### config.mk
export PLATFORM = sky130hd
export DESIGN_NAME = multicycle_control_unit
export DESIGN_NICKNAME = d
export VERILOG_FILES = /design/src/rtl/multicycle_control_unit.sv
export SDC_FILE = /design/constraint.sdc
export NUM_CORES = 1
export LEC_CHECK = 0
export BUFFER_PORTS_ARGS = -buffer_cell sky130_fd_sc_hd__buf_2
export CAP_MARGIN = 20
export CORE_AREA = 2 2 45 47
export DETAILED_ROUTE_END_ITERATION = 8
export DIE_AREA = 0 0 47 49
export PLACE_DENSITY = 0.71
export SYNTH_ARGS = -nofsm -noshare
export SYNTH_HDL_FRONTEND = slang
export SYNTH_SLANG_ARGS = --single-unit
export TNS_END_PERCENT = 30
### constraint.sdc
create_clock -name clk -period 1.3 [get_ports clk]
set_input_delay 0 -clock clk [delete_from_list [all_inputs] [get_ports clk]]
set_output_delay 0 -clock clk [all_outputs]
set_load 0.005 [all_outputs]
### src/rtl/multicycle_control_unit.sv
// Control FSM for the multicycle RISC-V datapath: sequences fetch/decode/execute/writeback,
// stalls memory states on mem_ready and latches a sticky trap on illegal encodings.
module multicycle_control_unit #(
    parameter int unsigned ALUC_W   = 3,
    parameter bit          EN_BNE   = 1'b1,
    parameter bit          EN_STALL = 1'b1
) (
    input  logic              clk,
    input  logic              reset_n,
    input  logic [6:0]        op,
    input  logic [2:0]        funct3,
    input  logic              funct7b5,
    input  logic              zero,
    input  logic              mem_ready,
    output logic              pc_write,
    output logic              adr_src,
    output logic              mem_write,
    output logic              ir_write,
    output logic [1:0]        result_src,
    output logic [1:0]        alu_src_a,
    output logic [1:0]        alu_src_b,
    output logic [1:0]        imm_src,
    output logic              reg_write,
    output logic [ALUC_W-1:0] alu_control,
    output logic              instr_done,
    output logic              illegal
);

    if (ALUC_W < 3) begin : g_aluc_w_check
        $error("ALUC_W must be at least 3");
    end

    typedef enum logic [3:0] {
        StFetch, StDecode, StMemAdr, StMemRead, StMemWb, StMemWr,
        StExecR, StExecI, StAluWb, StBranch, StJal, StTrap
    } state_e;

    localparam logic [2:0] AluAdd = 3'b000;
    localparam logic [2:0] AluSub = 3'b001;
    localparam logic [2:0] AluAnd = 3'b010;
    localparam logic [2:0] AluOr  = 3'b011;
    localparam logic [2:0] AluSlt = 3'b100;

    state_e     state_q, state_d;
    logic       rdy;
    logic [2:0] f3_alu;
    logic       f3_ok;
    logic       br_ok;
    logic       br_take;

    logic       pc_write_c, mem_write_c, ir_write_c, reg_write_c, done_c, illegal_c;
    logic [2:0] alu_c;

    assign rdy = EN_STALL ? mem_ready : 1'b1;

    // funct3 decode shared by EXECR and EXECI; only R-type honours funct7b5
    always_comb begin
        f3_alu = AluAdd;
        f3_ok  = 1'b1;
        case (funct3)
            3'b000:  f3_alu = (funct7b5 && (state_q == StExecR)) ? AluSub : AluAdd;
            3'b111:  f3_alu = AluAnd;
            3'b110:  f3_alu = AluOr;
            3'b010:  f3_alu = AluSlt;
            default: f3_ok  = 1'b0;
        endcase
    end

    assign br_ok   = (funct3 == 3'b000) || (EN_BNE && (funct3 == 3'b001));
    assign br_take = (funct3 == 3'b000) ? zero : ~zero;

    always_ff @(posedge clk or negedge reset_n) begin
        if (!reset_n) begin
            state_q <= StFetch;
        end else begin
            state_q <= state_d;
        end
    end

    always_comb begin
        state_d     = state_q;
        pc_write_c  = 1'b0;
        mem_write_c = 1'b0;
        ir_write_c  = 1'b0;
        reg_write_c = 1'b0;
        done_c      = 1'b0;
        illegal_c   = 1'b0;
        adr_src     = 1'b0;
        result_src  = 2'b00;
        alu_src_a   = 2'b00;
        alu_src_b   = 2'b00;
        imm_src     = 2'b00;
        alu_c       = AluAdd;
        unique case (state_q)
            StFetch: begin
                alu_src_b  = 2'b10;
                result_src = 2'b10;
                ir_write_c = rdy;
                pc_write_c = rdy;
                if (rdy) state_d = StDecode;
            end
            StDecode: begin
                alu_src_a = 2'b01;
                alu_src_b = 2'b01;
                imm_src   = 2'b10;
                case (op)
                    7'b0000011, 7'b0100011: state_d = StMemAdr;
                    7'b0110011:             state_d = StExecR;
                    7'b0010011:             state_d = StExecI;
                    7'b1100011:             state_d = StBranch;
                    7'b1101111:             state_d = StJal;
                    default:                state_d = StTrap;
                endcase
            end
            StMemAdr: begin
                alu_src_a = 2'b10;
                alu_src_b = 2'b01;
                if (op == 7'b0100011) begin
                    imm_src = 2'b01;
                    state_d = StMemWr;
                end else begin
                    state_d = StMemRead;
                end
            end
            StMemRead: begin
                adr_src = 1'b1;
                if (rdy) state_d = StMemWb;
            end
            StMemWb: begin
                result_src  = 2'b01;
                reg_write_c = 1'b1;
                done_c      = 1'b1;
                state_d     = StFetch;
            end
            StMemWr: begin
                adr_src     = 1'b1;
                mem_write_c = 1'b1;
                done_c      = rdy;
                if (rdy) state_d = StFetch;
            end
            StExecR, StExecI: begin
                alu_src_a = 2'b10;
                alu_src_b = (state_q == StExecI) ? 2'b01 : 2'b00;
                alu_c     = f3_alu;
                state_d   = f3_ok ? StAluWb : StTrap;
            end
            StAluWb: begin
                reg_write_c = 1'b1;
                done_c      = 1'b1;
                state_d     = StFetch;
            end
            StBranch: begin
                alu_src_a = 2'b10;
                alu_c     = AluSub;
                if (br_ok) begin
                    pc_write_c = br_take;
                    done_c     = 1'b1;
                    state_d    = StFetch;
                end else begin
                    state_d    = StTrap;
                end
            end
            StJal: begin
                alu_src_a  = 2'b01;
                alu_src_b  = 2'b10;
                imm_src    = 2'b11;
                pc_write_c = 1'b1;
                state_d    = StAluWb;
            end
            StTrap: begin
                illegal_c = 1'b1;
            end
            default: state_d = StTrap;
        endcase
    end

    // Gate every write/pulse with reset so nothing commits once reset_n falls
    assign pc_write    = pc_write_c  & reset_n;
    assign ir_write    = ir_write_c  & reset_n;
    assign mem_write   = mem_write_c & reset_n;
    assign reg_write   = reg_write_c & reset_n;
    assign instr_done  = done_c      & reset_n;
    assign illegal     = illegal_c   & reset_n;
    assign alu_control = ALUC_W'(alu_c);

endmodule

==> results of run 1 <==
## cells by family after synthesis
group,share of synthesized area [%]
XOR/XNOR,4.983
AND/OR/NAND/NOR,44.13
flip-flops,14.24
AO/OA/AOI/OAI,29.90
buffers and inverters,6.759
## stage by stage
step                instance area, sq um  std cells
floorplan                          718.2        104
global placement                    1070        183
detailed placement                  1070        183
CTS                                 1340        196
global route                        1450        202
finish                              1450        202
## where the power goes
part / switching (mW) / total (mW) / internal [mW]
combinational: 0.0437 / 0.0798 / 0.0361
clock: 0.0779 / 0.183 / 0.105
sequential: 0 / 0.125 / 0.125
## cell usage in the layout (no fill, tap or decap), types with 2 or more instances in the layout
| master | instances |
|---|---|
| nor3_1 | 2 |
| nand2b_4 | 3 |
| a31oi_1 | 2 |
| buf_6 | 18 |
| buf_2 | 30 |
| xor2_1 | 2 |
| nand4bb_1 | 2 |
| dfrtp_2 | 4 |
| nor2_2 | 3 |
| o21ai_1 | 2 |
| a32oi_1 | 2 |
| nand2b_1 | 2 |
| nor2_1 | 15 |
| nor3b_1 | 3 |
| nor3_2 | 2 |
| a21oi_1 | 2 |
| nor2b_4 | 4 |
| nand3b_1 | 3 |
| nand2_1 | 3 |
| a211oi_2 | 3 |
| o21ai_0 | 2 |
| clkbuf_4 | 3 |
| buf_4 | 25 |
| nand2_2 | 4 |
| a22o_1 | 2 |
## worst max-delay path, cell delays in order, from the launching register on
cell and delay (ns):
dfrtp_2 0.47, nor2b_4 0.16, buf_6 0.11, a31o_1 0.18
a32oi_1 0.17, nor3b_1 0.07, buf_2 0.13
## per-layer routing
layer	track usage (%)	share of wire, %	vias up
li1	-	-	530
met1	34.25	37	534
met2	47.95	55	60
met3	2.222	6.4	8
met4	8.333	2.0	0
met5	0	0	-
## path summary, 6_finish.rpt
path	start	endpoint	slack (ns)	cells past startpoint
setup / recovery	state_q[1]	pc_write	-0.23	6
setup reg to reg	state_q[1]	state_q[0]	-0.12	5
min in group asynchronous	reset_n	state_q[3]	0.13	2
hold / removal	mem_ready	state_q[0]	0.12	3
hold reg to reg	state_q[3]	state_q[2]	0.78	3
max in group asynchronous	reset_n	state_q[0]	0.97	2
## area by class of cell
class                   count  share of cell area [%]
flip-flops and latches      4                   7.248
multi-input cells          89                   48.32
clock buffers               3                   1.553
inverters                   4                   1.553
repair buffers             75                   39.00
well taps                  27                   2.330
## what timing repair did
action                                  4_1_cts  5_1_grt
endpoints found under the setup margin       21       22
hold buffers                                  1        0
pin swaps                                    13       11
buffers inserted                              9        6
endpoints found under the hold margin         4        0
resized for setup                            43       14
==> key figures, run 1 <==
Drt
  – Antenna viol nets, final: 0
  – Routed WL: 3.125 mm
  – DRT iter0 DRCs: 40
  – Vias: 1132
  – Router iterations before antenna repair: 4
  – DR DRC count: 0
  – WL/cell: 15.47 um
  – Routed vias/inst: 5.604

Layout
  – Fillcell total: 125
  – Sequential standard cell area: 105.1 sq um
  – Synthesis-to-finish area growth: 106.2%
  – Final nets: 192
  – Max FFs per register: 4
  – Top reg by flops: state_q
  – Footprint of the multi-input gates: 700.7 sq um
  – Util after Layout: 78.74%
  – Layout cells sized above 1: 62.86%
  – Biggest regs: state_q x4
  – Number of inserted diodes: 0

Place
  – DP Worst Slack: -0.1569 ns
  – RD Place Congestion: 0.8988
  – PortBufs: 32
  – Detailed Place HPWL: 1.999 mm

Synthesis
  – Main area contributors after synthesis: dfrtp_1 (14%), nor2_1 (9.6%), nand2b_1 (4.4%)
  – Syn Nets: 119
  – Area leader, netlist: dfrtp_1
  – Synth Register Bits: 4
  – Most frequent cell after synthesis: nor2_1
  – Cell count after synthesis: 104
  – Most frequent cells after synthesis: nor2_1 (18), nand2_1 (7)
  – Syn Area/Cell: 6.761 sq um
  – Ys flop type: dfrtp_1
  – Mapped Area: 703.2 sq um
  – Cell variety after synth: 42
  – Top cell type's share of synthesized area: 14.23%
  – Post-synthesis async set-or-reset flop share: 100.0%
  – Yosys synthesis warning count: 0
  – Post-synth EDFFs: 0
  – Post-synthesis sequential area ratio: 14.23%

Power
  – Worst VDD drop: 411.0 uV
  – Pwr Density: 267.3 nW/um^2
  – Leakage power figure: 0.7331 nW
  – Final Power: 0.3876 mW

Timing
  – Final period util: 117.8%
  – Max_slew headroom: 80.78%
  – Endpoints failing hold: 0
  – RSZ-0062 raised after global routing: yes
  – Max-slew violation count: 0
  – Min Tclk post-route: 1.531 ns
  – Maximum clock frequency: 653.0 MHz
  – Setup ws final: -0.2314 ns
  – Clk_skew: 0.003370 ns
  – Total negative slack: -2.761 ns
  – Worst hold slack: 0.1179 ns
  – # setup viols final: 21
  – Worst Max-Slew Pin Slew: 0.2873 ns

Worst setup path
  – CP max FO: 6
  – CP Capture Type: primary output
  – Setup Crit Path Kind: reg -> out
  – Req. time, crit path: 1.30 ns
  – Worst Path Arrival: 1.53 ns
  – Nature of the critical path startpoint: flip-flop

GRT
  – Initial antenna violation count: 0
  – Largest net degree at the start of global routing: 11
  – Global-route wire length before repair: 4.643 mm
  – Vias in the first global route: 1049
  – GRT Total Usage: 27.49%
  – GRT overflow: 0

Floorplanning
  – Num ports: 33
  – Die Area: 2303 sq um
  – Die height: 49 um
  – Core area: 1842 sq um
  – Row cnt: 16
  – Die width: 47 um
  – Initial core utilization: 38.18%

Clocking
  – TritonCTS clock tree: built
  – Clock transition at path regs: 0.05 ns
  – Clock Sinks: 4
  – H-tree depth: 1
  – CTS max path bufs: 2
  – CTS Buf Count: 3
  – Clk root buf: clkbuf_4
  – Clock Latency Late Sink: 0.26 ns

Outcome
  – Violated checks: negative setup slack
  – Run status: finished, violations left

Flow run
  – Max-cap violation count: 0

Worst hold path
  – Worst Hold Class: in -> reg
Note: power is estimated with default switching activity, not from simulation.
==> inputs of run 2 (changes only) <==
- ABC_AREA: default -> 1
- CORE_AREA: 2 2 45 47 -> 2 2 44 46
- DIE_AREA: 0 0 47 49 -> 0 0 46 48
- PLACE_DENSITY: 0.71 -> 0.7
==> key figures, run 2 <==
Outcome
  – Run status: finished, violations left
  – Violated checks: negative setup slack

Clocking
  – TritonCTS clock tree: built
  – CTS max path bufs: 2 (unchanged)
  – Clock transition at path regs: 0.03 ns (-0.02 ns)
  – Clock Sinks: 4 (unchanged)
  – CTS Buf Count: 3 (unchanged)
  – H-tree depth: 1 (unchanged)
  – Clk root buf: clkbuf_4
  – Clock Latency Late Sink: 0.23 ns (-0.03 ns)

GRT
  – Vias in the first global route: 844 (-20%)
  – Initial antenna violation count: 0 (unchanged)
  – Global-route wire length before repair: 3.139 mm (-32%)
  – GRT overflow: 0 (unchanged)
  – Largest net degree at the start of global routing: 7 (-4)
  – GRT Total Usage: 19.14% (-8.3 points)

Synthesis
  – Synth Area in Compound Gates: 6.958% (-23 points)
  – Top cell type's share of synthesized area: 27.44% (+13 points)
  – Cell count after synthesis: 125 (+20%)
  – XOR/XNOR share of the synthesized area: 1.392% (-3.6 points)
  – Area leader, netlist: nand2_1
  – Syn Area/Cell: 5.035 sq um (-26%)
  – Most frequent cells after synthesis: nand2_1 (46), nor2_1 (21), inv_1 (17)
  – Synth Register Bits: 4 (unchanged)
  – Yosys synthesis warning count: 0 (unchanged)
  – Cell variety after synth: 17 (-60%)
  – Most frequent cell after synthesis: nand2_1
  – Post-synthesis async set-or-reset flop share: 100.0% (unchanged)
  – Main area contributors after synthesis: nand2_1 (27%), dfrtp_1 (16%), nor2_1 (13%)
  – Post-synth EDFFs: 0 (unchanged)
  – Main combinational cell family by area after synthesis: simple AND/OR/NAND/NOR gates
  – Ys flop type: dfrtp_1
  – Adder-cell share of the synthesized area: 0% (unchanged)
  – Simple-Gate Fraction of Synth Area: 62.62% (+18 points)
  – Mapped Area: 629.4 sq um (-10%)
  – Multiplexer area fraction after synthesis: 0% (unchanged)
  – Syn Nets: 140 (+18%)
  – Post-synthesis sequential area ratio: 15.90% (+1.7 points)

Layout
  – Synthesis-to-finish area growth: 63.82%
  – Commonest non-fill, non-tap cells in the layout: nand2_1 (42), buf_2 (32), nor2_1 (14)
  – Number of inserted diodes: 0 (unchanged)
  – Max FFs per register: 4 (unchanged)
  – Layout cells sized above 1: 47.40% (-15 points)
  – Commonest non-fill, non-tap cell in the layout: nand2_1
  – Biggest regs: state_q x4
  – Final nets: 190 (-1.0%)
  – Non-Filler Instances: 190 (-5.9%)
  – Top reg by flops: state_q

Timing
  – # setup viols final: 11 (-48%)
  – Setup ws final: -0.1026 ns (+0.1288 ns)
  – Max-slew violation count: 0 (unchanged)
  – Min Tclk post-route: 1.403 ns (-0.1288 ns)
  – Final period util: 107.9% (-9.9 points)
  – Clk_skew: 0.0007252 ns (-0.002645 ns)
  – Worst Max-Slew Pin Slew: 0.2118 ns (-0.07548 ns)
  – Max_slew headroom: 85.83% (+5.1 points)
  – Total negative slack: -0.5521 ns (+2.209 ns)
  – Endpoints failing hold: 0 (unchanged)
  – Maximum clock frequency: 713.0 MHz (+9.2%)
  – RSZ-0062 raised after global routing: yes

Place
  – DP Worst Slack: 0.02448 ns (+0.1814 ns)
  – Placed instance count: 176 (-3.8%)
  – Detailed Place HPWL: 1.546 mm (-23%)
  – RD Place Congestion: 0.9015 (+0.30%)
  – PortBufs: 32 (unchanged)

Power
  – Leakage power figure: 0.6022 nW (-18%)
  – Pwr Density: 2205 nW/um^2 (+730%)
  – Worst VDD drop: 1329 uV (+220%)

Floorplanning
  – Die Area: 2208 sq um (-4.1%)
  – Die height: 48 um (-2.0%)
  – Initial core utilization: 37.26% (-0.92 points)
  – Num ports: 33 (unchanged)
  – Core area: 1689 sq um (-8.3%)
  – Die width: 46 um (-2.1%)
  – Row cnt: 15 (-1)

Drt
  – Router iterations before antenna repair: 4 (unchanged)
  – DR DRC count: 0 (unchanged)
  – Routed vias/inst: 4.963 (-11%)
  – DRT iter0 DRCs: 24 (-40%)
  – WL/cell: 11.66 um (-25%)
  – Routed WL: 2.215 mm (-29%)
  – Vias: 943 (-17%)
  – Antenna viol nets, final: 0 (unchanged)

Worst setup path
  – CP max FO: 5 (-1)
  – Setup Crit Path Kind: reg -> reg
  – Worst Path Arrival: 1.51 ns (-0.02 ns)
  – CP Capture Type: flip-flop
  – Nature of the critical path startpoint: flip-flop
  – Req. time, crit path: 1.41 ns (+0.11 ns)

Flow run
  – Max-cap violation count: 0 (unchanged)

Worst hold path
  – Worst Hold Class: in -> reg
==> run 2: layer usage <==
layer,share of wire (%),vias up,wire (um),track usage (%)
met5,0,-,0,0
met4,0,0,0,8.571
met3,3.4,0,75,0.3774
met2,56,34,1238,36.94
met1,41,429,901,21.80
li1,-,480,-,-
==> run 2: worst paths after layout <==
| check | from | to | slack, ns | cells after the start |
|---|---|---|---|---|
| hold reg to reg | state_q[1] | state_q[1] | 0.63 | 2 |
| min in group asynchronous | reset_n | state_q[0] | 0.18 | 2 |
| setup reg to reg | state_q[1] | state_q[0] | -0.10 | 10 |
| max in group asynchronous | reset_n | state_q[3] | 0.95 | 2 |
| setup / recovery | state_q[1] | state_q[0] | -0.10 | 10 |
| hold / removal | mem_ready | state_q[2] | 0.16 | 4 |
==> run 2: area by class of cell <==
type | instances | area (sq um)
repair buffers | 45 | 264.0
flip-flops and latches | 4 | 105.1
inverters | 22 | 82.58
fillers | 173 | 658.1
clock buffers | 3 | 22.52
multi-input cells | 99 | 535.5
well taps | 17 | 21.27
==> run 2: stage by stage <==
step	power (mW)	area, sq um	hold slack [ns]	util, %
CTS	2.076	977.2	0.1084	57.85
finish	2.274	1031	0.1612	61.04
global placement	1.599	825.8	-0.1764	48.89
floorplan	1.155	629.4	-0.2956	-
detailed placement	1.604	825.8	-0.1748	48.89
global route	2.501	1031	0.1892	61.04
==> run 2: repair_timing <==
action	in CTS	in global routing
resized for setup	19	13
buffers inserted	9	1
setup endpoints to repair	12	18
endpoints found under the hold margin	4	0
pin swaps	4	4
hold buffers	1	0
==> run 2: logic make-up (layout without fill, tap and decap cells) <==
| group | count (synthesis) | count (layout) |
|---|---|---|
| and+or+nand+nor | 90 | 90 |
| buffers and inverters | 22 | 70 |
| DFF | 4 | 4 |
| xor gates and xnor gates | 1 | 1 |
| AOI/OAI and AO/OA | 8 | 8 |
==> run 2: report_power, final <==
group	internal, mW	switching [mW]
combinational	0.758	1.01
clock	0.103	0.0439
sequential	0.209	0.153
total	1.07	1.20
==> run 2: critical path, stage by stage, from the launching register on <==
cell,delay [ns]
dfrtp_2,0.46
inv_2,0.14
nor2_4,0.06
buf_4,0.13
buf_4,0.12
nand2_1,0.05
nand2_1,0.06
nor2_1,0.09
nand3_1,0.08
nand2_1,0.06
nand2_1,0.04
